### config.mk
export PLATFORM = sky130hd
export DESIGN_NAME = deadlock_watchdog_ctrl
export DESIGN_NICKNAME = d
export VERILOG_FILES = /design/src/rtl/deadlock_wd_pkg.sv /design/src/rtl/deadlock_watchdog_ctrl.sv
export SDC_FILE = /design/constraint.sdc
export NUM_CORES = 1
export LEC_CHECK = 0
export CAP_MARGIN = 20
export CORE_AREA = 4 4 75 77
export DETAILED_ROUTE_END_ITERATION = 8
export DIE_AREA = 0 0 79 81
export PLACE_DENSITY = 0.92
export SETUP_SLACK_MARGIN = 0.15
export SLEW_MARGIN = 10
export SYNTH_ARGS = -nofsm -noshare
export SYNTH_HDL_FRONTEND = slang
export SYNTH_SLANG_ARGS = --single-unit
### constraint.sdc
create_clock -name clock -period 6.45 [get_ports clock]
set_input_delay 1.29 -clock clock [delete_from_list [all_inputs] [get_ports clock]]
set_output_delay 1.29 -clock clock [all_outputs]
set_load 0.01 [all_outputs]
### src/rtl/deadlock_wd_pkg.sv
// Shared types and constants for the deadlock watchdog controller.
package deadlock_wd_pkg;

  localparam int INFO_W_DEFAULT = 4;
  localparam int TRIP_CNT_W     = 8;

  typedef enum logic [1:0] {
    ST_IDLE     = 2'd0,
    ST_ARMED    = 2'd1,
    ST_COUNTING = 2'd2,
    ST_TRIPPED  = 2'd3
  } wd_state_e;

endpackage

### src/rtl/deadlock_watchdog_ctrl.sv
// Watchdog above the per-dataflow deadlock monitors: times consecutive blocked
// cycles, snapshots the monitors on a trip and holds a sticky interrupt.
module deadlock_watchdog_ctrl
  import deadlock_wd_pkg::*;
#(
  parameter int NUM_MON  = 2,
  parameter int INFO_W   = INFO_W_DEFAULT,
  parameter int THRESH_W = 16
) (
  input  logic                      clock,
  input  logic                      reset_n,
  input  logic [NUM_MON-1:0]        mon_block,
  input  logic [NUM_MON*INFO_W-1:0] mon_info,
  input  logic                      cfg_enable,
  input  logic [THRESH_W-1:0]       cfg_threshold,
  input  logic                      irq_clear,
  output logic                      irq,
  output logic [1:0]                state,
  output logic [THRESH_W-1:0]       stall_count,
  output logic [NUM_MON-1:0]        latched_mon,
  output logic [NUM_MON*INFO_W-1:0] latched_info,
  output logic [TRIP_CNT_W-1:0]     trip_count
);

  wd_state_e           state_q, state_next;
  logic [THRESH_W-1:0] count_next;
  logic [THRESH_W-1:0] thr_eff;
  logic [THRESH_W:0]   count_inc;
  logic                any_block;
  logic                do_trip;
  logic                do_clear;

  assign any_block = |mon_block;
  assign thr_eff   = (cfg_threshold == '0) ? THRESH_W'(1) : cfg_threshold;
  // Extra carry bit keeps the compare honest even if the count sits at max.
  assign count_inc = {1'b0, stall_count} + 1'b1;
  assign state     = state_q;

  always_comb begin
    // NOTE: every output of this block gets a default first so no path infers a latch.
    state_next = state_q;
    count_next = stall_count;
    do_trip    = 1'b0;
    do_clear   = 1'b0;

    case (state_q)
      ST_IDLE: begin
        count_next = '0;
        if (cfg_enable) state_next = ST_ARMED;
      end
      ST_ARMED: begin
        count_next = '0;
        if (!cfg_enable) begin
          state_next = ST_IDLE;
        end else if (any_block) begin
          count_next = THRESH_W'(1);
          if (thr_eff == THRESH_W'(1)) begin
            state_next = ST_TRIPPED;
            do_trip    = 1'b1;
          end else begin
            state_next = ST_COUNTING;
          end
        end
      end
      ST_COUNTING: begin
        if (!cfg_enable) begin
          state_next = ST_IDLE;
          count_next = '0;
        end else if (!any_block) begin
          state_next = ST_ARMED;
          count_next = '0;
        end else begin
          count_next = count_inc[THRESH_W] ? '1 : count_inc[THRESH_W-1:0];
          // >= rather than == so a threshold lowered mid-count still trips.
          if (count_inc >= {1'b0, thr_eff}) begin
            state_next = ST_TRIPPED;
            do_trip    = 1'b1;
          end
        end
      end
      ST_TRIPPED: begin
        if (irq_clear) begin
          do_clear   = 1'b1;
          count_next = '0;
          state_next = cfg_enable ? ST_ARMED : ST_IDLE;
        end
      end
      default: begin
        state_next = ST_IDLE;
        count_next = '0;
      end
    endcase
  end

  // NOTE: sequential state uses non-blocking assignments so every flop samples pre-edge values.
  always_ff @(posedge clock or negedge reset_n) begin
    if (!reset_n) begin
      state_q      <= ST_IDLE;
      stall_count  <= '0;
      irq          <= 1'b0;
      latched_mon  <= '0;
      latched_info <= '0;
      trip_count   <= '0;
    end else begin
      state_q     <= state_next;
      stall_count <= count_next;
      if (do_trip) begin
        irq          <= 1'b1;
        latched_mon  <= mon_block;
        latched_info <= mon_info;
        if (trip_count != '1) trip_count <= trip_count + 1'b1;
      end else if (do_clear) begin
        irq <= 1'b0;
      end
    end
  end

endmodule

== After elaboration in Yosys (flattened, before gate mapping) ==
Cells that the tools add are included.

* Register bits after elaboration: 37
* Logic and storage cells: 53
* Bits of input ports: 30
* Output and inout bits: 37

* Add/subtract/negate cells: 2
* Equality and inequality tests: 9
* Reduce and logical (&&, ||, !) cells: 6
* Order comparisons: 1
* Multiplexer cells: 29

{| class="wikitable"
|+ Operator list
! operator !! count
|-
| 16-bit 2-to-1 mux || 5
|-
| 16-bit case mux with 4 select lines || 1
|-
| 16-bit by 1-bit adder with 17-bit output, second input constant || 1
|-
| 17-bit by 16-bit >= comparator with 1-bit output || 1
|-
| 16-bit by 1-bit equality test with 1-bit output, second input constant || 1
|-
| 16-bit logical NOT || 1
|-
| 1-bit 2-to-1 mux || 14
|-
| 2-bit 2-to-1 mux || 7
|-
| 8-bit by 1-bit adder with 8-bit output, second input constant || 1
|-
| 8-bit inequality test, second input constant || 1
|-
| 2-bit case mux with 4 select lines || 1
|-
| 2-bit equality test, second input constant || 2
|-
| 2-bit inequality test, second input constant || 2
|-
| 4-bit inequality test, second input constant || 1
|-
| 4-bit AND reduction || 1
|-
| 3-bit inequality test, second input constant || 1
|-
| 2-bit by 1-bit equality test with 1-bit output, second input constant || 1
|-
| 2-bit logical NOT || 1
|-
| 1-bit case mux with 2 select lines || 1
|-
| 2-bit AND reduction || 1
|-
| 2-bit nonzero test || 1
|-
| 2-bit OR reduction || 1
|}

== Longest topological paths before layout ==
* Word-level depth: 8
* Depth in mapped cells: 13
* Mapped depth without buffers: 12

== Worst setup path before layout ==
No wires, ideal clock.

* Kind: input to register
* From: in cfg_threshold[1]
* To: reg latched_info[0]
* Path buffers: 1
* Cell stages on the path: 11
* Arrival time: 3.444 ns
* Slack: 2.881 ns
* Library setup time: 0.125 ns
* Data required time: 6.325 ns
* Path through: nor4_1 and4_1 or2_2 ha_1 a21boi_0 o22ai_1 a2111oi_2 o2111ai_2 nand2_2 buf_6 mux2_4

* Cells in the longest elaborated chain, start to end: 7
* Elaborated cells on any way between the ends: 11
* Classes of those cells: order compare: 1; eq/ne: 1; mux: 8; reduce/logical: 1

{| class="wikitable"
|+ Ends and longest elaborated chain
! element !! RTL line !! RTL
|-
| start, declared || deadlock_watchdog_ctrl.sv:15 || <nowiki>input logic [THRESH_W-1:0] cfg_threshold,</nowiki>
|-
| 16-bit logical NOT || deadlock_watchdog_ctrl.sv:34 || <nowiki>assign thr_eff = (cfg_threshold == '0) ? THRESH_W'(1) : cfg_threshold;</nowiki>
|-
| 16-bit 2-to-1 mux (*) || deadlock_watchdog_ctrl.sv:34 ||
|-
| 17-bit by 16-bit >= comparator with 1-bit output or 16-bit by 1-bit equality test with 1-bit output (tied branches) || deadlock_watchdog_ctrl.sv:75, deadlock_watchdog_ctrl.sv:57 ||
|-
| 1-bit 2-to-1 mux (on tied branches) || deadlock_watchdog_ctrl.sv:75, deadlock_watchdog_ctrl.sv:57 ||
|-
| 1-bit 2-to-1 mux (on tied branches) || deadlock_watchdog_ctrl.sv:69, deadlock_watchdog_ctrl.sv:55 ||
|-
| 1-bit 2-to-1 mux (on tied branches) || deadlock_watchdog_ctrl.sv:66, deadlock_watchdog_ctrl.sv:53 ||
|-
| 1-bit case mux with 2 select lines (*) || deadlock_watchdog_ctrl.sv:46 || <nowiki>case (state_q)</nowiki>
|-
| end signal, assigned || deadlock_watchdog_ctrl.sv:110 || <nowiki>latched_info <= mon_info;</nowiki>
|-
| end, declared || deadlock_watchdog_ctrl.sv:21 || <nowiki>output logic [NUM_MON*INFO_W-1:0] latched_info,</nowiki>
|}

Mark *: on every way between the ends. The rest lies on a longest branch, timed or not.
A chain may end at the register's enable or synchronous reset.

== Worst setup path after layout ==
* From: in cfg_threshold[2]
* To: reg latched_info[7]

The elaborated chain is that of the path after synthesis.

==> impl_metrics.tcl <==
set metrics [dict create \
    path_class "in -> reg" \
    grt_pass1_vias 2136 \
    gp_congestion 0.908 \
    fp.dieH_um 81 \
    clk_latency_ps 310 \
    start_util_pct 51.2 \
    antenna_cells 0 \
    switchingPower_uw 251 \
    p_leak_uw 0.00157 \
    root_buffer "clkbuf_8" \
    relSlewSlack_pct 43.7 \
    power_frac_clock_pct 30.1 \
    ys_seq_area_share_pct 36.1 \
    area_growth_pct 33.2 \
    min_period_over_period_pct 65.5 \
    top_usage_layer "met2" \
    grt_pass1_wl_mm 10.4 \
    switching_share_pct 29.9 \
    comb_power_share_pct 33.8 \
    synth_largest_area_cell "dfrtp_1" \
    io_buffers 66 \
    viasPerCell 5.48 \
    crit_arrival_ps 4420 \
    place_inst 404 \
    synth_edf_count 0 \
    rrSetupSlack_ps 2480 \
    fin_skew_ps 12.4 \
    synthTopCellsByArea "dfrtp_1 36%, ha_1 11%, mux2_4 5.9%" \
    end_kind "flop" \
    cap_violations 0 \
    internal_power_uw 588 \
    rsz0062_at_grt "false" \
    cts_max_level 2 \
    min_period_ps 4230 \
    drc_errors 0 \
    final_layout_size_suffix_gt1_share_pct 10.5 \
    status "completed" \
    setup_viol 0 \
    dp_hpwl_mm 4.93 \
    met1_usage_pct 25.8 \
    vias 2264 \
    yosysMostFrequentCell "dfrtp_1" \
    wirelength_mm 6.69 \
    synthCells 274 \
    pin_count 67 \
    fin_cells 413 \
    slew_violations 0 \
    cts_setup_buffers 0 \
    syn_area_per_cell_um2 9.37 \
    async_reset_ff_share_pct 100 \
    ys_ff_latch 37 \
    syn-cell-area_um2 2570 \
    worstPathRequired_ps 6650 \
    die_w_um 79 \
    syn-num-nets 327 \
    grt_max_degree 38 \
    cts_buffer_depth 2 \
    setup_tns_ps 0 \
    p_seq_share_pct 36.1 \
    wl_per_cell_um 16.2 \
    yosys_warnings 0 \
    fmax_ghz 0.237 \
    coreArea_um2 5010 \
    clk_pin_slew_ps 90 \
    netlist.area_leader.share_pct 36.1 \
    drt_iter0_drc 167 \
    die_area_um2 6400 \
    synth_top_flop_cell "dfrtp_1" \
    track_usage_pct 21.1 \
    p_per_area_nw_per_um2 245 \
    dr.pass1.iters 4 \
    antenna_found_initial 0 \
    worst-path-max-fanout 11 \
    met2_usage_pct 36.0 \
    yosysUniqueCellTypes 45 \
    critPathLaunchType "input port" \
    clock_sinks 37 \
    tightest_slew_ps 845 \
    grt_use_met3_pct 4.99 \
    ant_nets 0 \
    cts_hold_buf 0 \
    hold_path_class "reg -> reg" \
    cts-resized-gates 0 \
    synth_commonest_cells "37 x dfrtp_1, 26 x nand2_1, 26 x o21ai_0, 23 x ha_1, 22 x inv_1" \
    vdd_drop_max_mv 0.204 \
    hold_viol 0 \
    fin_nets 395 \
    grt_overflow 0 \
    fp-row-count 26 \
    tritoncts "done" \
    cts_buffers 5 \
]
## state kept, by name, indices dropped and copies added, names as in the netlist
| register | cells |
|---|---|
| latched_mon | 2 |
| latched_info | 8 |
| irq | 1 |
| state | 2 |
| trip_count | 8 |
| stall_count | 16 |
## layer usage
metal  share of wire (%)  vias up
met3                 5.5       14
li1                    -     1098
met5                   0        -
met4                 2.2        0
met2                  51       60
met1                  42     1092
## per-stage QoR
step / power (µW) / utilization [%] / setup WS (ps) / instance area (µm²) / hold WS (ps)
detailed placement: 587 / 65.3 / 1900 / 3270 / 477
global placement: 579 / 65.3 / 1970 / 3270 / 466
finish: 838 / 68.2 / 2220 / 3420 / 494
floorplan: 453 / - / 2880 / 2570 / 507
global route: 882 / 68.2 / 2050 / 3420 / 511
CTS: 841 / 68.1 / 2210 / 3410 / 500
## path summary, 6_finish.rpt
check | from | end | cells after the start
max | cfg_threshold[2] | latched_info[7] | 11
min | irq | irq | 2
max reg2reg | stall_count[0] | latched_info[7] | 12
min reg2reg | irq | irq | 2
max in group asynchronous | reset_n | trip_count[6] | 1
min in group asynchronous | reset_n | stall_count[10] | 1
## final cells by class
class / count / area [µm²]
fill: 379 / 1590
sequential: 37 / 926
timing repair buffer: 67 / 663
tap: 70 / 87.6
clock inverter: 3 / 68.8
clock buffer: 5 / 68.8
inverter: 22 / 82.6
multi-input combinational: 209 / 1520
## power by group through the flow
stage | Clock [µW] | Sequential (µW) | Combinational, µW
6_report | 252 | 302 | 283
5_1_grt | 264 | 309 | 310
4_1_cts | 254 | 302 | 284
3_5_place_dp | 0 | 306 | 280
3_3_place_gp | 0 | 304 | 275
2_1_floorplan | 0 | 320 | 132
## critical path, cell delays in order
cell and delay, ps:
clkdlybuf4s50_1 430, nor4_1 360, and4_1 330, or2_2 130
ha_1 210, a21boi_0 150, o22ai_1 100, a2111oi_2 310
o2111ai_2 310, nand2_2 400, mux2_2 390
## logic make-up after synthesis
group | share of synthesized area (%)
AOI/OAI and AO/OA | 13.0
xor gates and xnor gates | 6.14
adders and majority gates | 11.2
buffers and inverters | 4.68
DFF | 36.1
muxes | 8.00
and+or+nand+nor | 20.9
## placed cells by master (no fill, tap or decap), types with 3 or more instances in the layout
| cell type | netlist | layout |
|---|---|---|
| mux2_4 | 10 | 10 |
| nor4_1 | 4 | 4 |
| o21ai_0 | 26 | 26 |
| a21oi_1 | 10 | 10 |
| ha_1 | 23 | 23 |
| nor2_1 | 21 | 21 |
| xnor2_1 | 12 | 12 |
| nand2b_1 | 3 | 3 |
| and2_1 | 4 | 4 |
| nand3_1 | 10 | 10 |
| and3_1 | 5 | 5 |
| inv_1 | 22 | 22 |
| clkbuf_8 | 0 | 5 |
| clkdlybuf4s50_1 | 0 | 65 |
| xor2_1 | 6 | 6 |
| nand4_1 | 8 | 8 |
| mux2_2 | 3 | 3 |
| dfrtp_1 | 37 | 37 |
| nor2b_1 | 5 | 5 |
| o21a_1 | 3 | 3 |
| nand2_1 | 26 | 26 |
| and4_1 | 3 | 3 |
(Power assumes the default switching activity.)
